$ cat config.mk
export PLATFORM = sky130hd
export DESIGN_NAME = dac_sample_feeder
export DESIGN_NICKNAME = d
export VERILOG_FILES = /design/src/rtl/dac_feed_pkg.sv /design/src/rtl/dac_feed_fifo.sv /design/src/rtl/dac_sample_feeder.sv
export SDC_FILE = /design/constraint.sdc
export NUM_CORES = 1
export LEC_CHECK = 0
export CAP_MARGIN = 15
export CORE_ASPECT_RATIO = 1.2
export CORE_MARGIN = 4
export CORE_UTILIZATION = 55
export DETAILED_ROUTE_END_ITERATION = 16
export PLACE_DENSITY_LB_ADDON = 0.25
export SYNTH_ARGS = -nofsm -noshare
export SYNTH_HDL_FRONTEND = slang
export SYNTH_SLANG_ARGS = --single-unit
$ cat constraint.sdc
create_clock -name Clk -period 5.5 [get_ports Clk]
set_input_delay 1.1 -clock Clk [delete_from_list [all_inputs] [get_ports Clk]]
set_output_delay 1.1 -clock Clk [all_outputs]
set_load 0.02 [all_outputs]
$ cat src/rtl/dac_feed_pkg.sv
// dac_feed_pkg: shared widths, reset constants, LFSR taps and the DAC code saturator
package dac_feed_pkg;
  localparam int DAC_W = 12;
  localparam int SAMPLE_W = 16;
  localparam int VOL_W = 8;
  localparam int VOL_UNITY = 128;
  localparam int ACC_W = 25;
  localparam logic [DAC_W-1:0] DAC_MIDSCALE = 12'h800;
  localparam logic [15:0] LFSR_SEED = 16'hACE1;
  localparam logic [15:0] LFSR_TAPS = 16'hB400;
  typedef logic signed [ACC_W-1:0] acc_t;
  function automatic logic [DAC_W-1:0] dac_code(input acc_t r);
    return (r > 25'sd2047) ? 12'hFFF : (r < -25'sd2048) ? 12'h000 : {~r[11], r[10:0]};
  endfunction
endpackage

$ cat src/rtl/dac_feed_fifo.sv
// dac_feed_fifo: sync sample FIFO with registered full/empty and async reset
//   Clk, Reset         clock, async active-high reset
//   wr_en, wr_data     push request (ignored while full)
//   rd_en, rd_data     pop request (ignored while empty), head of queue
//   full, empty        registered flags; full is held high during reset so nothing is accepted
module dac_feed_fifo import dac_feed_pkg::*; #(
  parameter int DEPTH = 4,
  parameter int W = SAMPLE_W
) (
  input  logic         Clk,
  input  logic         Reset,
  input  logic         wr_en,
  input  logic [W-1:0] wr_data,
  input  logic         rd_en,
  output logic [W-1:0] rd_data,
  output logic         full,
  output logic         empty
);
  localparam int AW = $clog2(DEPTH);
  logic [W-1:0] mem [DEPTH];
  logic [AW-1:0] wr_ptr, rd_ptr;
  logic [AW:0] count, count_n;
  logic push, pop;
  assign push = wr_en & ~full;
  assign pop = rd_en & ~empty;
  assign count_n = count + (AW+1)'(push) - (AW+1)'(pop);
  assign rd_data = mem[rd_ptr];
  always_ff @(posedge Clk or posedge Reset)
    if (Reset) begin
      wr_ptr <= '0;
      rd_ptr <= '0;
      count <= '0;
      full <= 1'b1;
      empty <= 1'b1;
    end else begin
      if (push) wr_ptr <= wr_ptr + AW'(1);
      if (pop) rd_ptr <= rd_ptr + AW'(1);
      count <= count_n;
      full <= count_n == (AW+1)'(DEPTH);
      empty <= count_n == '0;
    end
  always_ff @(posedge Clk)
    if (push) mem[wr_ptr] <= wr_data;
endmodule

$ cat src/rtl/dac_sample_feeder.sv
// dac_sample_feeder: buffers audio samples and feeds one gain-scaled 12-bit code per sample period
//   Clk, Reset               clock, async active-high reset
//   SampleIn/Valid/Ready     16-bit signed sample stream into the buffer
//   Volume                   Q1.7 unsigned gain, 128 = unity
//   DivCfg                   clocks per sample period (0 behaves as 1)
//   UnderrunClr, Underrun    sticky empty-at-tick flag and its clear
//   DACin, SampleTick        registered excess-2048 DAC code, period strobe
//   DAC_FEED_DITHER_EN       when defined, rounds with LFSR dither instead of half-up
module dac_sample_feeder import dac_feed_pkg::*; #(
  parameter int FIFO_DEPTH = 4
) (
  input  logic                Clk,
  input  logic                Reset,
  input  logic [SAMPLE_W-1:0] SampleIn,
  input  logic                SampleValid,
  output logic                SampleReady,
  input  logic [VOL_W-1:0]    Volume,
  input  logic [15:0]         DivCfg,
  input  logic                UnderrunClr,
  output logic [DAC_W-1:0]    DACin,
  output logic                SampleTick,
  output logic                Underrun
);
  localparam int VOL_SH = $clog2(VOL_UNITY);
  localparam int OUT_SH = SAMPLE_W - DAC_W;
  logic full, empty, pop, wrap, v1;
  logic [SAMPLE_W-1:0] head;
  logic [15:0] cnt, div_m1;
  logic [3:0] rnd;
  acc_t s_ext, v_ext, prod, q1, rnd_ext, r;
  dac_feed_fifo #(.DEPTH(FIFO_DEPTH), .W(SAMPLE_W)) u_fifo (
    .Clk(Clk),
    .Reset(Reset),
    .wr_en(SampleValid),
    .wr_data(SampleIn),
    .rd_en(pop),
    .rd_data(head),
    .full(full),
    .empty(empty)
  );
  assign SampleReady = ~full;
  assign pop = SampleTick & ~empty;
  assign div_m1 = (DivCfg == '0) ? '0 : DivCfg - 16'd1;
  // >= rather than == so a DivCfg lowered below the running count wraps at once
  assign wrap = cnt >= div_m1;
  assign s_ext = {{(ACC_W-SAMPLE_W){head[SAMPLE_W-1]}}, head};
  assign v_ext = {{(ACC_W-VOL_W){1'b0}}, Volume};
  assign prod = s_ext * v_ext;
  assign rnd_ext = {{(ACC_W-4){1'b0}}, rnd};
  assign r = (q1 + rnd_ext) >>> OUT_SH;
`ifdef DAC_FEED_DITHER_EN
  logic [15:0] lfsr;
  always_ff @(posedge Clk or posedge Reset)
    if (Reset) lfsr <= LFSR_SEED;
    else if (SampleTick) lfsr <= {lfsr[14:0], ^(lfsr & LFSR_TAPS)};
  assign rnd = lfsr[3:0];
`else
  assign rnd = 4'd8;
`endif
  always_ff @(posedge Clk or posedge Reset)
    if (Reset) begin
      cnt <= '0;
      SampleTick <= 1'b0;
      v1 <= 1'b0;
      q1 <= '0;
      DACin <= DAC_MIDSCALE;
      Underrun <= 1'b0;
    end else begin
      cnt <= wrap ? '0 : cnt + 16'd1;
      SampleTick <= wrap;
      v1 <= pop;
      if (pop) q1 <= prod >>> VOL_SH;
      if (v1) DACin <= dac_code(r);
      if (SampleTick & empty) Underrun <= 1'b1;
      else if (UnderrunClr) Underrun <= 1'b0;
    end
endmodule

[Yosys cells after proc, flatten, opt, wreduce, memory -nomap -nowiden]
Memories as Yosys holds them, arrays and structs flattened.
Cells that the tools add are included.
Storage, ports and cells
  bits in writable memories: 64
  latch bits: 0
  bits of input ports: 44
  memories: 1
  logic and storage cells: 42
  bits in read-only memories: 0
  register bits: 58
  output and inout bits: 15
Memories
  u_fifo.mem: depth 4, bits a word 16, read ports 1, clocked after Yosys merged registers in 0, wr ports 1, line dac_feed_fifo.sv:20  | logic [W-1:0] mem [DEPTH];
Operators by class
  $add $sub $neg: 7
  magnitude comparators: 3
  reduce and logical (&&, ||, !) cells: 3
  bitwise logic cells: 7
  multipliers: 1
  eq/ne operators: 1
  shifts and indexed selects: 0
  div/mod/pow operators: 0
  multiplexer cells: 8
Operator list (count)
  $mux 16: 2
  $mul 16x9->25: 1
  $mux 12: 2
  $add 18x5->19 const B: 1
  $add 16x1->16 const B: 1
  $ge 16x16->1: 1
  $logic_not 16->1: 1
  $sub 16x1->16 const B: 1
  $gt 15x12->1 const B: 1
  $lt 15x12->1 const B: 1
  $add 2x1->2 const B: 2
  $and 1x1->1: 4
  $mux 1: 4
  $add 3x1->3: 1
  $eq 3x3->1 const B: 1
  $logic_not 3->1: 1
  $not 1->1: 3
  $sub 3x1->3: 1
  $reduce_bool 2->1: 1

[Logic depth before layout (Yosys ltp)]
Gate-level depths: netlist of run 1.
  depth after elaboration: 5
  gate-level depth with buffers: 20
  mapped depth without buffers: 18

[Hierarchy]
A second synthesis of run 1 with hierarchy kept.
Unflattened totals
  cells, all modules: 959
  area, all modules: 10131.0 um^2
Modules (own cells, without submodules)
  dac_sample_feeder: cells an instance 838, times used 1, sequential area each 1152.4 um^2, area an instance 7309.5 um^2
  dac_feed_fifo: cells an instance 121, times used 1, sequential area each 2149.6 um^2, area an instance 2821.5 um^2

[Worst setup path before layout of run 1]
No wires, ideal clock.
  kind: reg-to-reg
  start point: reg u_fifo.rd_ptr[0]
  end point: reg q1[15]
  path slack: 0.000 ns
  setup time: 0.120 ns
  required time: 5.380 ns
  path buffers: 2
  arrival time: 5.380 ns
  clock period less this slack: 5.500 ns
  cell stages (with the launch flop): 20
  path through: dfrtp_1 -> buf_6 -> mux4_2 -> and2_1 -> fa_1 -> inv_1 -> fa_1 -> inv_1 -> fa_1 -> inv_1 -> fa_1 -> inv_1 -> ha_1 -> clkbuf_1 -> and2_1 -> a221oi_2 -> o21ai_0 -> a31o_2 -> or3_1 -> a31o_1
Between the ends
  cells in the longest elaborated chain, start to end: 2
RTL lines
  from (decl): line dac_feed_fifo.sv:21  | logic [AW-1:0] wr_ptr, rd_ptr;
  from (signal assigned): line dac_feed_fifo.sv:37  | if (pop) rd_ptr <= rd_ptr + AW'(1);
  $mem_v2 4x16
  $mul 16x9->25: line dac_sample_feeder.sv:48  | assign prod = s_ext * v_ext;
  to (signal assigned): line dac_sample_feeder.sv:72  | if (pop) q1 <= prod >>> VOL_SH;
  to (decl): line dac_sample_feeder.sv:30  | acc_t s_ext, v_ext, prod, q1, rnd_ext, r;
Every way passes these cells.
A chain may end at the register's enable or synchronous reset.

[Worst setup path in the final report of run 1]
Same ends and word-level chain as after synthesis.

==> run_results.csv, run 1 <==
group,metric,value,unit
timing,finalMaxSlewViolations,0,
route,vias,7602,
logic_synthesis,synth-edff-count,64,
timing,fin_skew,0.007172,ns
setup_path,slowest_stage,"mux4_2",
timing,tightest_slew,0.8223,ns
timing,slew_headroom,45.18,%
setup_path,crit_arrival,5.64,ns
final_layout,nNetsFinal,1361,
final_layout,layout_commonest_cell,"inv_1",
final_layout,syn2layout_area_growth,24.12,%
final_layout,antenna_cells,0,
clock_network,numCtsBuffers,17,
logic_synthesis,async_flop_share,46.22,%
setup_path,critical_path_buf_inv_count,3,
timing,min_period_over_period,97.07,%
setup_path,cp.required,5.80,ns
logic_synthesis,synth_cells,988,
final_layout,fin_area,0.01277,mm2
placement,placed_area,0.01180,mm2
global_routing,first_global_vias,8007,
clock_network,worstSkewPairLatency,0.42,ns
global_routing,grt_busiest_layer,"met2",
timing,rsz0062_at_grt,"true",
setup_path,path_class,"reg2reg",
logic_synthesis,synth_ff_type,"edfxtp_1",
job,maxCapViolCount,0,
timing,finalSetupViolations,0,
route,dr.first_iter.drc_count,372,
clock_network,clk_root_buffer_cell,"clkbuf_16",
logic_synthesis,ys_ff_latch,119,
min_path,hp-class,"reg2reg",
global_routing,grtUsageMet3,3.147,%
placement,port_buffers,58,
logic_synthesis,synth_fp_nets,1205,
clock_network,hold_buffers,0,
placement,pre_cts_slack,-0.3894,ns
final_layout,final_cells,1409,
global_routing,grt_first_pass_wirelength,37.22,mm
global_routing,met2_usage,40.56,%
final_layout,mostFrequentLayoutCells,"134 x inv_1, 113 x nand2_1, 100 x fa_1, 100 x buf_4, 83 x and2_1",
route,vias_per_cell,5.395,
clock_network,htree_levels,4,
clock_network,clock_sinks,119,
placement,place_congestion,0.8482,
global_routing,use_met1,26.25,%
setup_path,cpLargestDelayFamily,"adder cells",
clock_network,cts_tree,"built",
final_layout,nFillCells,1355,
global_routing,grt_max_degree,56,
timing,fin_ws,0.1609,ns
logic_synthesis,synth_warnings,0,
die,die_area,0.02097,mm2
die,die_x,132.9,um
final_layout,drive_gt1_share,17.20,%
route,dr.pass1.iters,5,
timing,hold_violations,0,
global_routing,gr-usage-all-layers,21.93,%
timing,max_freq,187.3,MHz
setup_path,path_cells,"buf_12 -> mux4_2 -> and2_1 -> fa_1 -> fa_1 -> fa_1 -> inv_1 -> fa_1 -> inv_1 -> ha_1 -> a21o_1 -> a221oi_2 -> o21ai_1 -> a31o_2 -> or3_1 -> a31o_1",
setup_path,worstPathMaxFanout,9,
final_layout,utilization,69.76,%
logic_synthesis,syn_area_per_cell,10.42,um2
logic_synthesis,ys_seq_area_share,32.09,%
timing,final.min_clock_period,5.339,ns
logic_synthesis,synth.distinct_cells,66,
route,post-route-drc-count,0,
die,die_y,157.8,um
setup_path,slowest_delay,0.61,ns
setup_path,endpoint_kind,"flop",
global_routing,antenna_found_initial,0,
die,rows,54,
route,postRouteAntennaNets,0,
setup_path,critPathLaunchType,"flop",
global_routing,grt.overflow.total,0,
outcome,status,"finished, final reports clean",
die,initial_core_util,56.20,%
route,wl_per_cell,15.60,um
die,design.core.area,0.01831,mm2
logic_synthesis,syn-cell-area,0.01029,mm2
route,routed_wl,21.98,mm
die,ioPinCount,59,
clock_network,clock_path_buffers,2,
setup_path,crit_path_frequent_cell,"fa_1",
placement,hpwlAfterDp,16.68,mm
clock_network,clk_pin_slew,0.06,ns
placement,placedCellCount,1356,
==> worst reg2reg max path: stages, from the launching register on <==
cell and delay [ns]:
dfrtp_2 0.46, buf_12 0.18, mux4_2 0.61, and2_1 0.22, fa_1 0.53, fa_1 0.44, fa_1 0.54, inv_1 0.05
fa_1 0.53, inv_1 0.04, ha_1 0.30, a21o_1 0.19, a221oi_2 0.28, o21ai_1 0.09, a31o_2 0.25, or3_1 0.30
a31o_1 0.22
==> Yosys cell counts, drive strengths merged, types with 2 or more instances <==
library cell | count | area (um2)
nor3b | 4 | 30.03
nor3 | 8 | 40.04
nand3 | 20 | 100.1
a211oi | 3 | 22.52
xor2 | 21 | 183.9
fa | 102 | 2042
o21ai | 23 | 115.1
clkbuf | 30 | 113.9
o21bai | 2 | 15.01
nand4 | 15 | 100.1
and4 | 3 | 26.28
ha | 71 | 888.4
inv | 137 | 514.2
mux4 | 15 | 337.8
a31o | 2 | 17.52
nand2 | 114 | 427.9
o21a | 13 | 97.59
o2bb2ai | 2 | 36.29
o211ai | 12 | 90.09
dfstp | 3 | 78.83
edfxtp | 64 | 1922
nand2b | 4 | 25.02
a21o | 13 | 97.59
mux2i | 8 | 80.08
buf | 6 | 41.28
nor4 | 5 | 37.53
mux2 | 3 | 37.53
o311ai | 3 | 26.28
and2 | 83 | 519.3
a21oi | 27 | 135.1
a31oi | 6 | 43.79
and3 | 10 | 62.56
xnor2 | 28 | 245.2
nand3b | 2 | 15.01
o31ai | 4 | 30.03
nor2 | 44 | 165.2
nand4b | 2 | 23.77
nor2b | 5 | 31.28
dfrtp | 52 | 1301
or3 | 3 | 18.77
==> final timing paths <==
kind                                        from               end  slack, ns  depth (start not counted)
worst max-delay path            u_fifo.rd_ptr[0]            q1[15]       0.16                         16
worst min-delay path                    DACin[5]          DACin[5]       0.47                          1
worst max register to register  u_fifo.rd_ptr[0]            q1[15]       0.16                         16
worst min register to register          DACin[5]          DACin[5]       0.47                          1
max in group asynchronous                  Reset  u_fifo.rd_ptr[0]       3.79                          3
min in group asynchronous                  Reset          DACin[0]       1.17                          3
==> sequential cells by signal, indices dropped and copies added, names as in the netlist <==
signal / cells
DACin: 12
v1: 1
q1: 15
cnt: 16
u_fifo.full: 1
Underrun: 1
SampleTick: 1
u_fifo.wr_ptr: 2
u_fifo.rd_ptr: 2
u_fifo.mem: 64
u_fifo.count: 3
u_fifo.empty: 1
==> layer usage <==
layer  wire, um  vias to the layer above
met3        824                       51
met4        546                        0
li1           -                     3612
met1       9040                     3771
met5          0                        -
met2      11570                      168
==> cell type report <==
type                            count  area, um2  area share, %
Inverter                          138      518.0          4.055
Timing Repair Buffer              173       1567          12.26
Clock buffer                       17      425.4          3.330
Tap cell                          252      315.3          2.468
Clock inverter                     15      167.7          1.313
Multi-Input combinational cell    695       6477          50.71
Sequential cell                   119       3303          25.86
==> cells by family after synthesis <==
family	count (synthesis)	synth area share (%)
AOI/OAI and AO/OA	122	8.280
buffers and inverters	174	6.541
and+or+nand+nor	325	16.02
xor gates and xnor gates	49	4.170
muxes	26	4.425
DFF	119	32.09
adders and majority gates	173	28.47
==> metrics by stage <==
step                      TNS, ns  hold WS, ns
after floorplan                 0       0.4449
after CTS                       0       0.4794
after detailed placement   -3.159       0.4669
after global placement     -2.429       0.4592
after global routing      -0.1284       0.4984
final                           0       0.4727
==> timing repair <==
item,CTS,global route
resized for setup,1,43
cloned,0,3
pin swaps,0,20
buffers inserted,3,15
setup endpoints to repair,1,10
hold endpoints to repair,0,0
Power of run 1 is not shown: default switching activity piles up to over one toggle a cycle in this logic, so the estimate is an artifact.
==> run 2, diff against run 1 <==
--- a/config.mk
+++ b/config.mk
@@ -5,6 +5,7 @@
 export SDC_FILE = /design/constraint.sdc
 export NUM_CORES = 1
 export LEC_CHECK = 0
+export ABC_CLOCK_PERIOD_IN_PS = 5500
 export CAP_MARGIN = 15
 export CORE_ASPECT_RATIO = 1.2
 export CORE_MARGIN = 4
==> results of run 2 <==
Same layout as run 1: the final DEF is identical, and so are final timing and power.
Power of run 2 is left out for the same reason.
==> run 3, diff against run 2 <==
--- a/config.mk
+++ b/config.mk
@@ -5,7 +5,6 @@
 export SDC_FILE = /design/constraint.sdc
 export NUM_CORES = 1
 export LEC_CHECK = 0
-export ABC_CLOCK_PERIOD_IN_PS = 5500
 export CAP_MARGIN = 15
 export CORE_ASPECT_RATIO = 1.2
 export CORE_MARGIN = 4
==> results of run 3 <==
Same layout as run 1: the final DEF is identical, and so are final timing and power.
Power of run 3 is left out for the same reason.
